===== src/rtl/decoder_pkg.sv =====
// Shared types and helpers for decoder output paths: data widths, streamer state
// encoding and the signed fixed-point to 8-bit pixel conversion.
package decoder_pkg;

    localparam int INTEGER_W  = 10;
    localparam int FRACTION_W = 10;
    localparam int DATA_W     = INTEGER_W + FRACTION_W;
    localparam int PIX_W      = 8;
    // Working width for the conversion; must cover data width + 8 for any instance.
    localparam int WIDE_W     = 48;

    localparam logic signed [WIDE_W-1:0] PIX_MAX = 255;
    localparam logic signed [WIDE_W-1:0] PIX_ONE = 1;

    typedef enum logic [1:0] {
        IDLE  = 2'd0,
        FETCH = 2'd1,
        DRAIN = 2'd2,
        DONE  = 2'd3
    } state_t;

    // Negative values clamp to black; otherwise scale by 255 with round-half-up and saturate.
    function automatic logic [PIX_W-1:0] fixed_to_pixel(input logic signed [WIDE_W-1:0] v,
                                                        input int frac_w);
        logic signed [WIDE_W-1:0] half;
        logic signed [WIDE_W-1:0] acc;
        half = PIX_ONE <<< (frac_w - 1);
        acc  = (v * PIX_MAX + half) >>> frac_w;
        if (v[WIDE_W-1]) begin
            return '0;
        end
        if (acc > PIX_MAX) begin
            return '1;
        end
        return acc[PIX_W-1:0];
    endfunction

endpackage


===== src/rtl/decoder_output_streamer_fifo.sv =====
// stream_fifo: synchronous first-word-fall-through FIFO with occupancy count.
// Head word is visible on rd_data whenever empty is low.
module stream_fifo #(
    parameter  int WIDTH = 8,
    parameter  int DEPTH = 4,
    localparam int CNT_W = $clog2(DEPTH + 1),
    localparam int PTR_W = (DEPTH > 1) ? $clog2(DEPTH) : 1
) (
    input  logic             clk,
    input  logic             reset,
    input  logic             wr_en,
    input  logic [WIDTH-1:0] wr_data,
    input  logic             rd_en,
    output logic [WIDTH-1:0] rd_data,
    output logic             empty,
    output logic             full,
    output logic [CNT_W-1:0] count
);

    localparam logic [PTR_W-1:0] LAST_PTR = PTR_W'(DEPTH - 1);

    logic [WIDTH-1:0] mem [DEPTH];
    logic [PTR_W-1:0] wr_ptr;
    logic [PTR_W-1:0] rd_ptr;
    logic             do_wr;
    logic             do_rd;

    function automatic logic [PTR_W-1:0] ptr_inc(input logic [PTR_W-1:0] p);
        return (p == LAST_PTR) ? '0 : p + 1'b1;
    endfunction

    assign empty   = (count == '0);
    assign full    = (count == CNT_W'(DEPTH));
    assign do_rd   = rd_en && !empty;
    // A full FIFO may still take a write when the head leaves on the same edge.
    assign do_wr   = wr_en && (!full || do_rd);
    assign rd_data = mem[rd_ptr];

    always_ff @(posedge clk or posedge reset) begin
        if (reset) begin
            wr_ptr <= '0;
            rd_ptr <= '0;
            count  <= '0;
        end else begin
            if (do_wr) wr_ptr <= ptr_inc(wr_ptr);
            if (do_rd) rd_ptr <= ptr_inc(rd_ptr);
            if (do_wr && !do_rd)      count <= count + 1'b1;
            else if (do_rd && !do_wr) count <= count - 1'b1;
        end
    end

    always_ff @(posedge clk) begin
        if (do_wr) mem[wr_ptr] <= wr_data;
    end

endmodule


===== src/rtl/decoder_output_streamer.sv =====
// Reads the final decoder layer's output BRAM in address order, converts each value
// to an 8-bit pixel and streams it over valid/ready. ROW_LAST_EN adds a pix_last row marker.
module decoder_output_streamer
    import decoder_pkg::*;
#(
    parameter int integer_width  = 10,
    parameter int fraction_width = 10,
    parameter int img_width      = 28,
    parameter int img_height     = 28,
    parameter int addr_width     = 13,
    parameter int read_latency   = 2,
    parameter int fifo_depth     = 4
) (
    input  logic                                    clk,
    input  logic                                    reset,
    input  logic                                    layer_done,
    output logic [addr_width-1:0]                   bram_address,
    output logic                                    bram_enable,
    input  logic [integer_width+fraction_width-1:0] bram_data,
    output logic [PIX_W-1:0]                        pix_data,
    output logic                                    pix_valid,
    input  logic                                    pix_ready,
`ifdef ROW_LAST_EN
    output logic                                    pix_last,
`endif
    output logic                                    frame_done
);

    localparam int TOTAL = img_width * img_height;
    localparam int CNT_W = $clog2(fifo_depth + 1);
    localparam logic [addr_width-1:0] LAST_ADDR = addr_width'(TOTAL - 1);
`ifdef ROW_LAST_EN
    localparam int FIFO_W = PIX_W + 1;
    localparam int COL_W  = (img_width > 1) ? $clog2(img_width) : 1;
    localparam logic [COL_W-1:0] LAST_COL = COL_W'(img_width - 1);
`else
    localparam int FIFO_W = PIX_W;
`endif

    state_t                  state;
    state_t                  state_nxt;
    logic [addr_width-1:0]   rd_addr;
    logic [read_latency-1:0] rd_vld_p;
    int                      inflight;
    logic                    issue;
    logic                    capture;
    logic                    pop;
    logic [PIX_W-1:0]        cap_pix;
    logic [FIFO_W-1:0]       fifo_wr_data;
    logic [FIFO_W-1:0]       fifo_rd_data;
    logic [CNT_W-1:0]        fifo_count;
    logic                    fifo_empty;
    logic                    fifo_full;

    // Credit rule: every issued read already owns a FIFO slot, so capture never overflows.
    always_comb begin
        inflight = $countones(rd_vld_p);
        issue    = (state == FETCH) && ((int'(fifo_count) + inflight) < fifo_depth);
    end

    assign capture = rd_vld_p[read_latency-1];
    assign pop     = pix_valid && pix_ready;

    always_comb begin
        state_nxt = state;
        case (state)
            IDLE:    if (layer_done) state_nxt = FETCH;
            FETCH:   if (issue && (rd_addr == LAST_ADDR)) state_nxt = DRAIN;
            // Enter DONE on the edge that pops the last pixel so frame_done follows it directly.
            DRAIN:   if ((inflight == 0) &&
                         (fifo_empty || ((fifo_count == CNT_W'(1)) && pop))) state_nxt = DONE;
            DONE:    state_nxt = DONE;
            default: state_nxt = IDLE;
        endcase
    end

    always_ff @(posedge clk or posedge reset) begin
        if (reset) begin
            state    <= IDLE;
            rd_addr  <= '0;
            rd_vld_p <= '0;
        end else begin
            state <= state_nxt;
            if (state == IDLE) rd_addr <= '0;
            else if (issue)    rd_addr <= rd_addr + 1'b1;
            rd_vld_p[0] <= issue;
            for (int i = 1; i < read_latency; i++) begin
                rd_vld_p[i] <= rd_vld_p[i-1];
            end
        end
    end

    assign cap_pix = fixed_to_pixel(WIDE_W'(signed'(bram_data)), fraction_width);

`ifdef ROW_LAST_EN
    logic [COL_W-1:0] col;

    always_ff @(posedge clk or posedge reset) begin
        if (reset) begin
            col <= '0;
        end else if (state == IDLE) begin
            col <= '0;
        end else if (capture) begin
            col <= (col == LAST_COL) ? '0 : col + 1'b1;
        end
    end

    assign fifo_wr_data = {(col == LAST_COL), cap_pix};
    assign pix_last     = !fifo_empty && fifo_rd_data[PIX_W];
`else
    assign fifo_wr_data = cap_pix;
`endif

    stream_fifo #(
        .WIDTH (FIFO_W),
        .DEPTH (fifo_depth)
    ) u_fifo (
        .clk     (clk),
        .reset   (reset),
        .wr_en   (capture),
        .wr_data (fifo_wr_data),
        .rd_en   (pop),
        .rd_data (fifo_rd_data),
        .empty   (fifo_empty),
        .full    (fifo_full),
        .count   (fifo_count)
    );

    assign bram_enable  = issue;
    assign bram_address = rd_addr;
    assign pix_valid    = !fifo_empty;
    assign pix_data     = fifo_empty ? '0 : fifo_rd_data[PIX_W-1:0];
    assign frame_done   = (state == DONE);

    fifo_overflow_chk: assert property (@(posedge clk) disable iff (reset)
        !(capture && fifo_full && !pop));

endmodule

===== config.mk =====
export PLATFORM = sky130hd
export DESIGN_NAME = decoder_output_streamer
export DESIGN_NICKNAME = d
export VERILOG_FILES = /design/src/rtl/decoder_pkg.sv /design/src/rtl/decoder_output_streamer_fifo.sv /design/src/rtl/decoder_output_streamer.sv
export SDC_FILE = /design/constraint.sdc
export NUM_CORES = 1
export LEC_CHECK = 0
export ABC_AREA = 1
export CORE_MARGIN = 5
export CORE_UTILIZATION = 55
export DETAILED_ROUTE_END_ITERATION = 10
export HOLD_SLACK_MARGIN = 0.03
export PLACE_DENSITY = 0.82
export RECOVER_POWER = 50
export SETUP_SLACK_MARGIN = 0.3
export SKIP_LAST_GASP = 1
export SYNTH_ARGS = -nofsm -noshare
export SYNTH_HDL_FRONTEND = slang
export SYNTH_SLANG_ARGS = --single-unit

===== constraint.sdc =====
create_clock -name clk -period 1.92 [get_ports clk]
set_input_delay 0.384 -clock clk [delete_from_list [all_inputs] [get_ports clk]]
set_output_delay 0.384 -clock clk [all_outputs]
set_load 0.02 [all_outputs]

# After elaboration in Yosys (flattened, before gate mapping)
# Memories as Yosys holds them, arrays and structs flattened.
# Cells that the tools add are included.
# word_totals
reg_bits	24
ramBits	32
input_bits	24
output_inout_bits	24
elab_cells	70
mem_count	1
# op_classes
addsub	8
n_mul	1
order_cmp	2
n_eq_ne	11
muxes	20
n_reduce_logical	21
# memory_table
name	words	word_bits	rd	rd_ports_with_merged_regs	write_ports	line_no	source
u_fifo.mem	4	8	1	0	1	decoder_output_streamer_fifo.sv:22	logic [WIDTH-1:0] mem [DEPTH];
# ops
operator	n
$mux 8	5
$logic_not 32->1	1
$add 29x11->30 const B	1
$mul 20x9->29 const B	1
$mux 13	2
$gt 20x9->1 const B	1
$add 13x1->13 const B	1
$eq 13x10->1 const B	1
$mux 2	5
$logic_and 1x1->1	9
$eq 2x2->1 const B	4
$pmux 2 s4	1
$mux 3	2
$mux 1	5
$add 2x1->2 const B	2
$add 3x2->4	1
$logic_not 1->1	4
$lt 4x3->1 const B	1
$ne 2x2->1 const B	2
$reduce_bool 2->1	2
$add 3x1->3 const B	1
$eq 3x1->1 const B	1
$eq 3x3->1 const B	1
$logic_not 3->1	1
7 further kinds	8

# Depth between registers and ports, before layout
# Gate-level depths: netlist of the first run.
# logic_depth
word_depth	10
ltp_mapped	26
mapped_depth_nobuf	26

# Hierarchy
# A second synthesis of the first run with hierarchy kept.
# hier_totals
cells_unflattened	885
area_unflattened_um2	7597.3
# by_module_without_submodules
mod	n_inst	cells_each	area_each_um2	seq_area_each_um2
decoder_output_streamer	1	730	5780.5	425.4
stream_fifo	1	155	1816.7	1136.1

# Least setup slack after synthesis of the first run
# No wires, ideal clock.
# synth_timing
path_type	input-to-reg
startpoint	input port bram_data[6]
endpoint	memory u_fifo.mem[0][0], data pin
setup_time_ns	0.283
arrival_ns	4.577
t_required_ns	1.637
setup_slack_ns	-2.940
stages	22
n_path_buf	0
path_cell_list	inv_1 fa_1 inv_1 fa_1 fa_1 fa_1 fa_1 ha_1 nand2_1 inv_1 a21oi_1 nand2_1 nand2_1 nand3b_1 nand2_1 nand2_1 nor2_1 nand3_1 nor2_1 nand2_1 nand2_1 a21oi_1
# synth_between
elab_chain_cells	7
word_cells_on_any_way	8
classes_between	1 x add/sub; 1 x mul; 1 x order compare; 5 x mux
# synth_lines
item	line_no	source
start, declared	decoder_output_streamer.sv:19	input logic [integer_width+fraction_width-1:0] bram_data,
$mul 20x9->29 *	decoder_pkg.sv:28	acc = (v * PIX_MAX + half) >>> frac_w;
$add 29x11->30 *	decoder_pkg.sv:28	
$gt 20x9->1	decoder_pkg.sv:32	if (acc > PIX_MAX) begin
$mux 1 (2 in a row)	decoder_pkg.sv:32	
$mux 8 *	decoder_pkg.sv:35	return acc[PIX_W-1:0];
$mux 8 *	decoder_pkg.sv:32	
net cap_pix[0]	decoder_output_streamer.sv:48	logic [PIX_W-1:0] cap_pix;
end, declared	decoder_output_streamer_fifo.sv:22	
# Mark *: on every way through the listed nets, which the timed path passes. The rest lies on a longest branch. The select of a mux whose other input is x is not followed.

# Worst setup path after layout of the first run
# layout_timing
startpoint	input port bram_data[13]
endpoint	memory u_fifo.mem[3][2], data pin
# layout_between
elab_chain_cells	7
word_cells_on_any_way	8
classes_between	1 x add/sub; 1 x mul; 1 x order compare; 5 x mux
# layout_lines
item	line_no
$mul 20x9->29 *	decoder_pkg.sv:28
$add 29x11->30 *	decoder_pkg.sv:28
$gt 20x9->1 *	decoder_pkg.sv:32
$mux 1 (2 in a row)	decoder_pkg.sv:32
$mux 8 *	decoder_pkg.sv:35
$mux 8 *	decoder_pkg.sv:32
net cap_pix[2]	decoder_output_streamer.sv:48
# Marked as above.

==> results of run 1 <==
## layout make-up
class,count,area share [%]
inverters,213,7.47
multi-input cells,607,57.4
repair buffers,229,17.5
well taps,176,1.99
clock inverters,2,0.350
flip-flops and latches,56,14.1
clock buffers,6,1.16
## cells by family (layout without fill, tap and decap cells)
kind of cell,count (synthesis),count (layout),synth area share [%]
AND/OR/NAND/NOR,301,301,17.0
buffers and inverters,220,450,11.3
adder cells (fa/ha/maj),188,188,41.1
AO/OA/AOI/OAI,95,95,6.78
flip-flops,56,56,21.1
XOR/XNOR,21,21,2.48
multiplexers,2,2,0.270
## registers in the layout, summed over array words and instances, names as in the netlist
| register | flops |
|---|---|
| bram_address | 13 |
| rd_vld_p | 2 |
| state | 2 |
| u_fifo.count | 3 |
| u_fifo.mem | 32 |
| u_fifo.rd_ptr | 2 |
| u_fifo.wr_ptr | 2 |
## synth_stat cells, types with 2 or more instances
master	count	area, um2
clkbuf_1	4	15.0
o21bai_1	3	22.5
edfxtp_1	32	961
ha_1	96	1200
o21ai_0	37	185
inv_1	208	781
nand3_1	33	165
fa_1	92	1840
nor2_2	2	12.5
nor2_1	89	334
nor3_1	10	50.1
o22ai_1	2	12.5
o21ai_1	2	10.0
a31oi_1	3	18.8
xnor2_1	9	78.8
nand4_1	3	18.8
nand2_1	152	571
or2_2	4	25.0
inv_2	4	15.0
dfrtp_1	24	601
a21oi_1	44	220
xor2_1	12	105
mux2i_1	2	20.0
## critical path: cells and delay by family
kind                     cells  cell delay [ns]
AND/OR/NAND/NOR             11             1.38
buffers and inverters        5             0.68
adder cells (fa/ha/maj)      6             2.69
AO/OA/AOI/OAI                1             0.11
## per-stage QoR
step | worst slack, ns | util (%) | TNS [ns]
after detailed placement | -3.79 | 70.4 | -123.15
after global placement | -3.57 | 70.4 | -116.75
final | -3.30 | 83.6 | -109.78
after global routing | -3.31 | 83.6 | -111.59
after floorplan | -2.73 | - | -88.90
after CTS | -2.85 | 79.3 | -92.25
## metal layers
metal | vias to the layer above | wire length (um) | global-route usage [%]
li1 | 3194 | - | -
met1 | 3620 | 9210 | 29.6
met2 | 543 | 14200 | 55.0
met3 | 238 | 2050 | 4.83
met4 | 0 | 2680 | 18.9
met5 | - | 0 | 0
## path summary, 6_finish.rpt
kind | endpoint | startpoint | cells past startpoint
worst max register to register | bram_address[11] | rd_vld_p[0] | 12
worst min register to register | rd_vld_p[1] | rd_vld_p[0] | 0
max in group asynchronous | u_fifo.count[1] | reset | 3
worst max-delay path | u_fifo.mem[3][2] | bram_data[13] | 23
min in group asynchronous | u_fifo.rd_ptr[1] | reset | 3
worst min-delay path | rd_vld_p[1] | rd_vld_p[0] | 0
## timing repair
item                                   in CTS  in global routing
gates resized for setup                   286                150
endpoints found under the hold margin       0                  0
setup buffers                              32                 19
pin swaps                                 107                 95
setup endpoints to repair                 105                 95
==> results.json, run 1 <==
{
  "final_cell_mix": "inv_1, buf_4, nand2_1, fa_1, nor2_1",
  "cp.arrival_ns": 5.25,
  "multi_input_area_um2": 6360,
  "numCtsBuffers": 5,
  "maxCapViolCount": 0,
  "drt-pass1-iter-count": 6,
  "dp_hpwl_um": 14200,
  "ys_ff_latch": 56,
  "crit_fanout": 8,
  "gp_congestion": 0.956,
  "num_rows": 42,
  "max_freq_mhz": 192,
  "synthCells": 883,
  "start_util_pct": 55.9,
  "synth_seq_area_share_pct": 21.1,
  "finalMaxSlewViolations": 0,
  "nNetsFinal": 1324,
  "synthDistinctLibCells": 39,
  "cpMaxStageDelayCell": "fa_1",
  "grt_pass1_vias": 7961,
  "ant_nets": 0,
  "hold_ws_ns": 0.458,
  "cp_data_required_time_ns": 1.95,
  "avgSynthCellArea_um2": 8.39,
  "violations": "negative setup slack",
  "hp-class": "flip-flop to flip-flop",
  "crit_type": "primary input to flip-flop",
  "die_y_um": 126,
  "hold_viol": 0,
  "synth_edf_count": 32,
  "detail_route.vias_per_cell": 5.89,
  "dp_cells": 1230,
  "antenna_found_initial": 0,
  "period_share_pct": 272,
  "postPlaceCellArea_um2": 9330,
  "slew_headroom_pct": 47.1,
  "setup_ws_ns": -3.30,
  "grt_use_total_pct": 29.2,
  "htreeDepth": 2,
  "n_antenna_cell": 0,
  "netlist_area_um2": 7400,
  "end_kind": "flip-flop",
  "max_stage_delay_ns": 0.60,
  "cts_tree": "done",
  "fin_crit_ns": 5.22,
  "synthFlopType": "edfxtp_1",
  "overflow": 0,
  "core-area_um2": 13200,
  "setup_viol": 60,
  "syn-num-nets": 1095,
  "clockBufferDepth": 2,
  "rsz0062_at_grt": "true",
  "grt_pass1_wl_um": 37400,
  "vias": 7595,
  "tightest_slew_ns": 0.786,
  "grt_start_max_net_pins": 25,
  "fp.dieW_um": 126,
  "worst_setup_path_start_kind": "primary input",
  "cts_root_buffer": "clkbuf_16",
  "synthArstFlopShare_pct": 42.9,
  "ys_warn_count": 0,
  "seq_area_um2": 1560,
  "ios": 48,
  "finClkSkew_ns": 0.00576,
  "dieArea_um2": 15900,
  "cts.sinks": 56,
  "clk_pin_slew_ns": 0.07,
  "drt_wl_total_um": 28100,
  "r2r_slack_ns": -0.39,
  "drt_iter0_markers": 676,
  "fill_cells": 684,
  "final_cells": 1289,
  "wl_per_cell_um": 21.8,
  "area_delta_synth_final_pct": 49.6,
  "status": "finished with violations",
  "design_area_um2": 11100,
  "drc": 0,
  "clock_latency_ns": 0.30,
  "crit_chain": "clkdlybuf4s15_2 -> buf_4 -> fa_2 -> fa_1 -> inv_1 -> fa_1 -> inv_1 -> fa_1 -> ha_4 -> ha_4 -> nand2_2 -> nor2_2 -> inv_1 -> nor2_2 -> nand2_2 -> nand3_1 -> nand2_2 -> nor2_2 -> nand3_1 -> nor2_1 -> nand2_1 -> nand2_4 -> a21oi_4",
  "ctsHoldBuffers": 0,
  "layout_commonest_cell": "inv_1",
  "port_buffers": 47,
  "drive_above_1_share_pct": 42.0
}
Power of run 1 is not shown: default switching activity piles up to over one toggle a cycle in this logic, so the estimate is an artifact.
==> run 2, diff against run 1 <==
--- a/config.mk
+++ b/config.mk
@@ -10,7 +10,7 @@
 export CORE_UTILIZATION = 55
 export DETAILED_ROUTE_END_ITERATION = 10
 export HOLD_SLACK_MARGIN = 0.03
-export PLACE_DENSITY = 0.82
+export PLACE_DENSITY = 0.79
 export RECOVER_POWER = 50
 export SETUP_SLACK_MARGIN = 0.3
 export SKIP_LAST_GASP = 1
==> constraint.sdc (replaced) <==
create_clock -name clk -period 5.7 [get_ports clk]
set_input_delay 1.14 -clock clk [delete_from_list [all_inputs] [get_ports clk]]
set_output_delay 1.14 -clock clk [all_outputs]
set_load 0.02 [all_outputs]
==> run 2 against run 1 <==
  * The flow now finishes without violations
  * Non-clock buffer count shrank 62
  * Critical path depth shrank 2
  * Worst hold slack lost 0.036 ns
  * Clock skew grew 0.0079 ns
  * First-iteration DRC count shrank 24%
  * Routed wire length shrank 30%
  * Sequential cell count is the same
  * Design area shrank 9.6%
  * Critical path type unchanged
  * Critical endpoint is now u_fifo.mem[0][2]
  * Largest cell class unchanged
==> results.json, run 2 (synthesized netlist as in run 1, its figures left out) <==
{
  "status": "complete, no violations",
  "tightest_slew_ns": 1.44,
  "multi_input_area_um2": 5910,
  "cp_data_required_time_ns": 5.74,
  "htreeDepth": 2,
  "grt_pass1_wl_um": 30400,
  "n_antenna_cell": 0,
  "dp_hpwl_um": 13000,
  "max_freq_mhz": 176,
  "cts_root_buffer": "clkbuf_16",
  "maxCapViolCount": 0,
  "end_kind": "flip-flop",
  "crit_fanout": 8,
  "seq_area_um2": 1560,
  "cts.sinks": 56,
  "finClkSkew_ns": 0.0136,
  "drt-pass1-iter-count": 5,
  "drive_above_1_share_pct": 29.8,
  "wl_per_cell_um": 16.1,
  "fp.dieW_um": 126,
  "fin_crit_ns": 5.69,
  "start_util_pct": 55.9,
  "regMostFlops": "u_fifo.mem",
  "overflow": 0,
  "drc": 0,
  "final_cell_mix": "inv_1, nand2_1, buf_4, fa_1, nor2_1",
  "worst_setup_path_start_kind": "primary input",
  "fill_cells": 825,
  "grt_use_total_pct": 23.0,
  "finalMaxSlewViolations": 0,
  "clk_pin_slew_ns": 0.07,
  "nNetsFinal": 1262,
  "numCtsBuffers": 5,
  "dieArea_um2": 15900,
  "ant_nets": 0,
  "hold_ws_ns": 0.422,
  "hold_viol": 0,
  "rsz0062_at_grt": "true",
  "drt_wl_total_um": 19800,
  "layout_commonest_cell": "inv_1",
  "gp_congestion": 0.923,
  "grt_start_max_net_pins": 25,
  "setup_viol": 0,
  "die_y_um": 126,
  "detail_route.vias_per_cell": 5.22,
  "clock_latency_ns": 0.30,
  "area_delta_synth_final_pct": 35.2,
  "final_util_pct": 75.6,
  "period_share_pct": 99.8,
  "ctsHoldBuffers": 0,
  "port_buffers": 47,
  "hp-class": "flip-flop to flip-flop",
  "drt_iter0_markers": 517,
  "slew_headroom_pct": 3.06,
  "antenna_found_initial": 0,
  "largest_register_ffs": 32,
  "fin_tns_setup_ns": 0,
  "vias": 6400,
  "crit_type": "primary input to flip-flop",
  "core-area_um2": 13200,
  "cts_tree": "done",
  "cp.arrival_ns": 5.73,
  "ios": 48,
  "num_rows": 42,
  "clockBufferDepth": 2,
  "grt_pass1_vias": 6624
}
==> run 2: cell count changes in the layout (fill, tap and decap cells not counted), moves of 11 or more <==
cell | previous run | this run
nand2_1 | 104 | 118
dlygate4sd2_1 | 16 | 2
o21ai_0 | 17 | 33
o21ai_1 | 15 | 3
buf_4 | 143 | 115
buf_6 | 40 | 6
a21oi_1 | 12 | 23
nor2_1 | 63 | 75
clkdlybuf4s50_1 | 2 | 18
==> run 2: layer usage <==
layer,routed length [um],global-route usage [%],share of wire [%],up-vias
li1,-,-,-,3057
met5,0,0,0,-
met2,10700,43.4,54,205
met4,520,6.94,2.6,0
met3,869,2.58,4.4,54
met1,7760,27.3,39,3084
==> run 2: area by class of cell <==
cell class / instances / area share, %
clock buffer: 6 / 1.29
sequential: 56 / 15.6
inverter: 213 / 8.01
clock inverter: 2 / 0.163
multi-input combinational: 607 / 59.1
tap: 176 / 2.20
timing repair buffer: 167 / 13.7
==> run 2: worst paths after layout <==
check	cells after the start	endpoint	start	slack, ns
setup / recovery	21	u_fifo.mem[0][2]	bram_data[19]	0.01
hold / removal	0	rd_vld_p[1]	rd_vld_p[0]	0.42
setup reg to reg	11	bram_address[11]	rd_vld_p[0]	2.37
hold reg to reg	0	rd_vld_p[1]	rd_vld_p[0]	0.42
max in group asynchronous	2	bram_address[8]	reset	3.62
min in group asynchronous	2	u_fifo.rd_ptr[0]	reset	1.49
==> run 2: stage by stage <==
| stage | setup WS, ns | instances | instance area, um2 |
|---|---|---|---|
| finish | 0.0110 | 1227 | 10000 |
| global placement | -0.536 | 1196 | 8910 |
| floorplan | 0.289 | 883 | 7530 |
| detailed placement | -0.637 | 1196 | 8910 |
| CTS | 0.229 | 1219 | 9710 |
| global route | -0.150 | 1227 | 10000 |
==> run 2: critical path, cell delays in order <==
cell and delay [ns]:
clkdlybuf4s15_2 0.23, ha_4 0.28, xor2_4 0.19, buf_4 0.14, fa_1 0.53, inv_1 0.06, fa_1 0.49, fa_1 0.54
ha_1 0.35, ha_4 0.30, buf_4 0.12, nand2_2 0.09, nor3_2 0.26, nand3_1 0.13, nand3_2 0.12, xnor2_1 0.11
nand2_1 0.09, nor2_1 0.12, nand2_1 0.10, nand2_4 0.22, a21oi_2 0.12
==> run 2: repair_timing <==
item	4_1_cts	5_1_grt
gates resized for setup	167	72
buffers inserted	15	8
pin swaps	78	63
gates cloned	0	0
setup endpoints to repair	32	32
Power of run 2 is left out for the same reason.
